File: config.mk
export PLATFORM = sky130hd
export DESIGN_NAME = key_conditioner_flat
export DESIGN_NICKNAME = d
export VERILOG_FILES = /design/src/rtl/key_conditioner_if.sv /design/src/rtl/key_conditioner.sv /design/src/flat_wrapper.sv
export SDC_FILE = /design/constraint.sdc
export NUM_CORES = 1
export LEC_CHECK = 0
export CORE_ASPECT_RATIO = 0.7
export CORE_MARGIN = 1
export CORE_UTILIZATION = 56
export DETAILED_ROUTE_END_ITERATION = 12
export HOLD_SLACK_MARGIN = 0.06
export PLACE_DENSITY = 0.83
export RECOVER_POWER = 50
export SYNTH_ARGS = -nofsm -noshare
export SYNTH_HDL_FRONTEND = slang
export SYNTH_SLANG_ARGS = --single-unit
File: constraint.sdc
create_clock -name clk -period 2.3 [get_ports clk]
set_input_delay 0.23 -clock clk [delete_from_list [all_inputs] [get_ports clk]]
set_output_delay 0.23 -clock clk [all_outputs]
set_load 0.01 [all_outputs]
File: src/rtl/key_conditioner_if.sv
// Key bundle between the board push-buttons and the conditioner: raw keys in,
// press strobes and held levels out.
interface key_conditioner_if #(
   parameter int unsigned NUM_KEYS = 4
);
   logic [NUM_KEYS-1:0] buttons;
   logic [NUM_KEYS-1:0] pressed;
   logic [NUM_KEYS-1:0] held;

   modport master (output buttons, input pressed, input held);
   modport slave  (input buttons, output pressed, output held);
endinterface

File: src/rtl/key_conditioner.sv
// Push-button front-end: 2-FF synchroniser, per-key debounce FSM, one-cycle
// press pulses and optional auto-repeat while a key is held.
module key_conditioner #(
   parameter int unsigned         NUM_KEYS        = 4,
   parameter int unsigned         DEBOUNCE_CYCLES = 1000000,
   parameter int unsigned         REPEAT_DELAY    = 25000000,
   parameter int unsigned         REPEAT_PERIOD   = 5000000,
   parameter logic [NUM_KEYS-1:0] REPEAT_MASK     = NUM_KEYS'(4'b1000)
) (
   input logic               clk,
   input logic               reset,
   key_conditioner_if.slave  kif
);

   localparam int unsigned MAX_A   = (DEBOUNCE_CYCLES > REPEAT_DELAY) ? DEBOUNCE_CYCLES : REPEAT_DELAY;
   localparam int unsigned MAX_CYC = (MAX_A > REPEAT_PERIOD) ? MAX_A : REPEAT_PERIOD;
   localparam int unsigned CNT_W   = $clog2(MAX_CYC);

   localparam logic [CNT_W-1:0] DEB_LAST = CNT_W'(DEBOUNCE_CYCLES - 1);
   localparam logic [CNT_W-1:0] DLY_LAST = CNT_W'(REPEAT_DELAY - 1);
   localparam logic [CNT_W-1:0] PER_LAST = CNT_W'(REPEAT_PERIOD - 1);
   localparam logic [CNT_W-1:0] CNT_ONE  = CNT_W'(1);

   typedef enum logic [2:0] {
      S_IDLE,
      S_PRESS_WAIT,
      S_HELD,
      S_REPEAT,
      S_RELEASE_WAIT
   } state_t;

   logic [NUM_KEYS-1:0] r_sync1;
   logic [NUM_KEYS-1:0] r_sync2;
   logic [NUM_KEYS-1:0] r_pressed;
   logic [NUM_KEYS-1:0] r_held;
   logic [NUM_KEYS-1:0] w_pulse;
   logic [NUM_KEYS-1:0] w_held_nxt;

   state_t           r_state     [NUM_KEYS];
   state_t           w_state_nxt [NUM_KEYS];
   logic [CNT_W-1:0] r_cnt       [NUM_KEYS];
   logic [CNT_W-1:0] w_cnt_nxt   [NUM_KEYS];

   // State, counters, synchroniser and output registers; synchroniser resets to released
   always_ff @(posedge clk) begin
      if (reset) begin
         r_sync1   <= '1;
         r_sync2   <= '1;
         r_pressed <= '0;
         r_held    <= '0;
         for (int i = 0; i < int'(NUM_KEYS); i++) begin
            r_state[i] <= S_IDLE;
            r_cnt[i]   <= '0;
         end
      end else begin
         r_sync1   <= kif.buttons;
         r_sync2   <= r_sync1;
         r_pressed <= w_pulse;
         r_held    <= w_held_nxt;
         for (int i = 0; i < int'(NUM_KEYS); i++) begin
            r_state[i] <= w_state_nxt[i];
            r_cnt[i]   <= w_cnt_nxt[i];
         end
      end
   end

   // Per-key next state, counter and pulse; keys never interact
   always_comb begin
      w_pulse    = '0;
      w_held_nxt = '0;
      for (int i = 0; i < int'(NUM_KEYS); i++) begin
         w_state_nxt[i] = r_state[i];
         w_cnt_nxt[i]   = r_cnt[i];

         case (r_state[i])
            S_IDLE: begin
               if (!r_sync2[i]) begin
                  w_state_nxt[i] = S_PRESS_WAIT;
                  w_cnt_nxt[i]   = '0;
               end
            end
            S_PRESS_WAIT: begin
               if (r_sync2[i]) begin
                  w_state_nxt[i] = S_IDLE;
                  w_cnt_nxt[i]   = '0;
               end else if (r_cnt[i] == DEB_LAST) begin
                  w_state_nxt[i] = S_HELD;
                  w_cnt_nxt[i]   = '0;
                  w_pulse[i]     = 1'b1;
               end else begin
                  w_cnt_nxt[i] = r_cnt[i] + CNT_ONE;
               end
            end
            S_HELD: begin
               if (r_sync2[i]) begin
                  w_state_nxt[i] = S_RELEASE_WAIT;
                  w_cnt_nxt[i]   = '0;
               end else if (REPEAT_MASK[i]) begin
                  if (r_cnt[i] == DLY_LAST) begin
                     w_state_nxt[i] = S_REPEAT;
                     w_cnt_nxt[i]   = '0;
                     w_pulse[i]     = 1'b1;
                  end else begin
                     w_cnt_nxt[i] = r_cnt[i] + CNT_ONE;
                  end
               end else begin
                  w_cnt_nxt[i] = '0;
               end
            end
            S_REPEAT: begin
               if (r_sync2[i]) begin
                  w_state_nxt[i] = S_RELEASE_WAIT;
                  w_cnt_nxt[i]   = '0;
               end else if (r_cnt[i] == PER_LAST) begin
                  w_cnt_nxt[i] = '0;
                  w_pulse[i]   = 1'b1;
               end else begin
                  w_cnt_nxt[i] = r_cnt[i] + CNT_ONE;
               end
            end
            S_RELEASE_WAIT: begin
               // a release bounce goes back to HELD, restarting the repeat delay
               if (!r_sync2[i]) begin
                  w_state_nxt[i] = S_HELD;
                  w_cnt_nxt[i]   = '0;
               end else if (r_cnt[i] == DEB_LAST) begin
                  w_state_nxt[i] = S_IDLE;
                  w_cnt_nxt[i]   = '0;
               end else begin
                  w_cnt_nxt[i] = r_cnt[i] + CNT_ONE;
               end
            end
            default: begin
               w_state_nxt[i] = S_IDLE;
               w_cnt_nxt[i]   = '0;
            end
         endcase

         w_held_nxt[i] = (w_state_nxt[i] == S_HELD)   ||
                         (w_state_nxt[i] == S_REPEAT) ||
                         (w_state_nxt[i] == S_RELEASE_WAIT);
      end
   end

   assign kif.pressed = r_pressed;
   assign kif.held    = r_held;

endmodule

File: src/flat_wrapper.sv
// flat-port wrapper written by rule: the top's interface ports become plain ports
module key_conditioner_flat 
#(
   parameter int unsigned         NUM_KEYS        = 4,
   parameter int unsigned         DEBOUNCE_CYCLES = 1000000,
   parameter int unsigned         REPEAT_DELAY    = 25000000,
   parameter int unsigned         REPEAT_PERIOD   = 5000000,
   parameter logic [NUM_KEYS-1:0] REPEAT_MASK     = NUM_KEYS'(4'b1000)
)
  (clk, reset, kif_buttons, kif_pressed, kif_held);
  key_conditioner_if #(.NUM_KEYS(NUM_KEYS)) kif_i ();
  input logic clk;
  input logic reset;
  input wire logic [$bits(kif_i.buttons)-1:0] kif_buttons;
  output wire logic [$bits(kif_i.pressed)-1:0] kif_pressed;
  output wire logic [$bits(kif_i.held)-1:0] kif_held;
  assign kif_i.buttons = kif_buttons;
  assign kif_pressed = kif_i.pressed;
  assign kif_held = kif_i.held;
  key_conditioner #(.NUM_KEYS(NUM_KEYS), .DEBOUNCE_CYCLES(DEBOUNCE_CYCLES), .REPEAT_DELAY(REPEAT_DELAY), .REPEAT_PERIOD(REPEAT_PERIOD), .REPEAT_MASK(REPEAT_MASK)) u_core (.clk(clk), .reset(reset), .kif(kif_i));
endmodule
======== Word-level counts from Yosys, hierarchy flattened ========
Memory sizes are Yosys's and may differ from the RTL's.
Index checks and enable logic that the tools add are counted.
word-level totals
  logic and storage cells ................. 163
  output and inout port bits .............. 8
  flip-flop bits (word level) ............. 16
  RAM bits ................................ 112
  input port bits ......................... 6
  memories ................................ 2
cells by class
  equal/unequal tests ..................... 37
  add/sub/neg operators ................... 4
  multiplexer cells ....................... 93
  bitwise logic cells ..................... 8
  reduce and logical (&&, ||, !) cells .... 15
memories
  name            depth  bits a word  rd ports  clocked after Yosys merged registers in  write ports  RTL line               RTL
  u_core.r_cnt    4      25           4         0                                        4            key_conditioner.sv:41  logic [CNT_W-1:0] r_cnt [NUM_KEYS];
  u_core.r_state  4      3            4         0                                        4            key_conditioner.sv:39  state_t r_state [NUM_KEYS];
operator list
  cell                     number
  $mux W25                 30
  $pmux W25 S4             3
  $pmux W25 S5             1
  $add A25 B1 Y25 const B  4
  $eq A25 B20 Y1 const B   4
  $eq A25 B23 Y1 const B   4
  $mux W3                  30
  $eq A3 B2 Y1 const B     16
  $pmux W3 S4              3
  $eq A25 B25 Y1 const B   1
  $eq A3 B3 Y1 const B     8
  $mux W1                  21
  $pmux W3 S5              1
  $eq A3 B1 Y1 const B     4
  $logic_not A3 Y1         4
  $logic_or A1 B1 Y1       8
  $or A1 B1 Y1             8
  $pmux W1 S2              3
  $reduce_or A2 Y1         3
  $pmux W1 S3              1

======== Logic depth before layout (Yosys ltp) ========
  depth after elaboration ................. 7
  depth in mapped cells ................... 9
  depth with buffers taken out ............ 7

======== Least setup slack after synthesis ========
No wires, ideal clock.
  path type ............................... register to register
  start point ............................. memory u_core.r_cnt[1][0] (netlist bit)
  end point ............................... memory u_core.r_cnt[1][6] (netlist bit)
  library setup time ...................... 0.115 ns
  required time ........................... 2.185 ns
  arrival time ............................ 2.167 ns
  cell stages (with the launch flop) ...... 9
  slack ................................... 0.018 ns
  buffers on the path ..................... 1
  period minus slack after synthesis ...... 2.282 ns
  cell sequence ........................... dfxtp_1 > ha_1 > or4bb_1 > nor4_4 > o21ai_2 > a32o_2 > o21ai_4 > buf_6 > nor2_2
RTL lines
  element      RTL line
  from (decl)  key_conditioner.sv:41

==> results.md <==
* Max_cap viols at 0
* Sw Share at 22.0%
* DIE AREA at 11600 um2
* Leakage at 0.00249 uW
* I/O pins at 14
* GRT Residual Overflow at 0
* Die H at 90.4 um
* CTS clk-pin slew, worst paths at 0.06 ns
* Yosys top cell by area: dfxtp_1
* Max Freq at 416 MHz
* CTS Root Cell: clkbuf_16
* Hold_sp: kif_buttons[2]
* Max VDD drop at 0.553 mV
* Worst reg2reg path depth at 8
* Slowest library cell on the worst path: or4bb_4
* Post-Route WL at 14900 um
* Power density over the cells at 706 nW/um2
* CTS H-tree depth at 4
* RSZ-0062 raised after global routing: true
* CTS tree: yes
* Hold crit path type: in -> reg
* #FFs+latches synth at 128
* Seq/Total Area, Yosys at 41.0%
* Number of routed nets with antenna violations at 0
* Power share of the combinational group at 3.4%
* Gr usage total at 26.3%
* Crit-path cells: ha_4 -> or4bb_4 -> nor4_4 -> o21ai_2 -> a32o_2 -> o21ai_4 -> buf_12 -> nor2_1
* Area growth, synth to finish at 18.0%
* Worst path max stage delay at 0.53 ns
* Cell Area, Synth at 6250 um2
* Post-synth EDFFs at 0
* Final Max Slew Viols at 0
* Top fanout value on the critical path at 13
* Post-synthesis area per instance at 8.62 um2
* Post-synth top area share at 41.0%
* Row count at 31
* Starting Density at 59.0%
* FF-to-FF setup slack at -0.10 ns
* WS Path Type: reg -> reg
* Mapped Nets at 735
* RR Endpoint: u_core.r_cnt[1][0]
* Internal at 4060 uW
* GPL Wtd Cong at 0.895
* Synth Flop Type: dfxtp_1
* Flop pwr share at 43.2%
* Net Sw Power at 1140 uW
* Worst-Margin Slew at 1.00 ns
* TritonCTS buffer count at 17
* Initial antenna violation count at 0
* CTS Hold Bufs at 0
* Initial drt markers at 437
* Cell variety after synth at 63
* Yosys synthesis warning count at 0
* Worst Hold End: u_core.r_sync1[2]
* Vias post-DR at 5533
* Tmin final at 2.40 ns
* Post-synthesis cell count at 725
* Vias in the first global route at 5256
* Largest net degree at the start of global routing at 26
* WHS Path Cells at 2
* Top cells by area, synth: dfxtp_1, xor2_1, xnor2_1, nor2_1, nor3_1
* Worst relative slew slack at 33.2%
* Failing checks: negative setup slack
* Reg-to-reg startpoint: u_core.r_cnt[1][0]
* Critical Path Sink Type: flop
* CTS max path bufs at 2
* Drt drc at 0
* # diodes at 0
* Clk_skew at 0.0132 ns
* Design Power at 5210 uW
* Hold Violations, Final at 0
* Clock power share at 53.4%
* Vias/cell at 6.00
* Post-DR wirelength/cell at 16.2 um
* Most frequent cells in the layout: dfxtp_1, nor2_1, nand2_1, nor3_1, xor2_1
* Final period util at 104%
* Arr. time, crit path at 2.70 ns
* First-pass DRT Iterations at 5
* CORE AREA at 10600 um2
* First-pass GRT wire length at 24400 um
* Final setup fails at 25
* Chip Width at 128 um
* Clock latency on the worst-skew pair at 0.42 ns
* Share of cells above drive strength 1 at 15.6%
* Total Neg Setup Slack at -1.82 ns
* I/O Buffers at 13
* Nets at 771
* Critical Path RT at 2.60 ns
* Commonest non-fill, non-tap cell in the layout: dfxtp_1
* Async SR Flop Fraction at 0%
* Worst setup SP type: flop
* HPWL Detailed at 9640 um
* Run status: finished, violations left
* Worst Slack Setup Final at -0.103 ns
* # clock sinks at 128
## kinds of logic after synthesis
group,Yosys count,share of synthesized area [%]
AND/OR/NAND/NOR,402,36.1
multiplexers,1,0.160
flip-flops,128,41.0
XOR/XNOR,89,12.5
adder cells (fa/ha/maj),4,0.801
AO/OA/AOI/OAI,55,6.12
buffers and inverters,46,3.32
## registers in the layout, summed over array words and instances, names as in the netlist
signal and cells:
u_core.r_state 12, u_core.r_cnt 100, u_core.r_sync2 4, u_core.kif.held 4, u_core.kif.pressed 4, u_core.r_sync1 4
## cell usage after synthesis (3+ instances only)
cell	count
nand2_1	59
or4bb_1	3
and4b_1	3
dfxtp_1	128
nand4b_1	4
and4_1	8
and2_1	7
nor2_2	20
xor2_1	52
ha_1	4
a21oi_1	17
inv_1	15
buf_2	10
xnor2_1	37
nand4_1	36
nand2b_1	3
nand3b_1	3
nor4bb_1	7
and3_1	12
o21ai_0	9
nor4_1	11
or2_2	12
clkbuf_1	15
nand3_1	35
nor4b_2	3
or3_1	5
nor3_1	52
nor2b_1	10
nor2_1	81
nor3b_1	8
a31oi_1	3
nor4b_1	6
or4_1	4
## worst max path at each step
stage / start / endpoint / depth (start not counted)
final: u_core.r_cnt[1][0] / u_core.r_cnt[1][0] / 8
after global routing: u_core.r_cnt[1][0] / u_core.r_cnt[1][0] / 8
after CTS: u_core.r_cnt[1][0] / u_core.r_cnt[1][0] / 8
after detailed placement: u_core.r_cnt[1][0] / u_core.r_cnt[1][0] / 8
after global placement: u_core.r_cnt[1][0] / u_core.r_cnt[1][0] / 8
after floorplan: u_core.r_cnt[1][0] / u_core.r_cnt[1][6] / 8
## stage by stage
stage / cells / area [um2] / hold WS (ns) / setup slack [ns] / utilization [%]
floorplan: 725 / 6250 / 0.334 / 0.0177 / -
global placement: 885 / 6670 / 0.398 / 0.0539 / 63.0
detailed placement: 885 / 6670 / 0.398 / -0.0371 / 63.0
CTS: 918 / 7300 / 0.222 / -0.0325 / 68.9
global route: 922 / 7380 / 0.371 / -0.167 / 69.7
finish: 922 / 7380 / 0.363 / -0.103 / 69.7
## metal layers
metal	track usage [%]	vias to the layer above	share of wire, %
li1	-	2630	-
met1	32.9	2687	44
met2	43.3	182	48
met3	6.87	34	5.5
met4	9.61	0	2.0
met5	0	-	0
## power by group through the flow
stage	clock, uW	combinational, uW	sequential, uW
floorplan	0	107	2290
global route	2920	187	2250
global placement	0	154	2290
CTS	2800	160	2250
detailed placement	0	158	2300
finish	2780	174	2250
## area by class of cell
type                            count  area [um2]
Multi-Input combinational cell    551        3520
Fill cell                         787        3210
Sequential cell                   128        2560
Clock buffer                       19         453
Timing Repair Buffer               48         438
Tap cell                          148         185
Clock inverter                     13         163
Inverter                           15        56.3
## critical path, delay by kind of cell, from the launching register on
kind,cells,cell delay (ns)
compound gates,3,0.63
fa+ha+maj,1,0.14
flops,1,0.35
simple gates,3,0.95
buf+inv,1,0.19
## repair_timing
action | CTS | global route
hold endpoints to repair | 0 | 0
cloned | 0 | 2
setup endpoints to repair | 25 | 25
pin swaps | 0 | 4
setup buffers | 1 | 2
resized for setup | 0 | 9
Note: power is estimated with default switching activity, not from simulation.
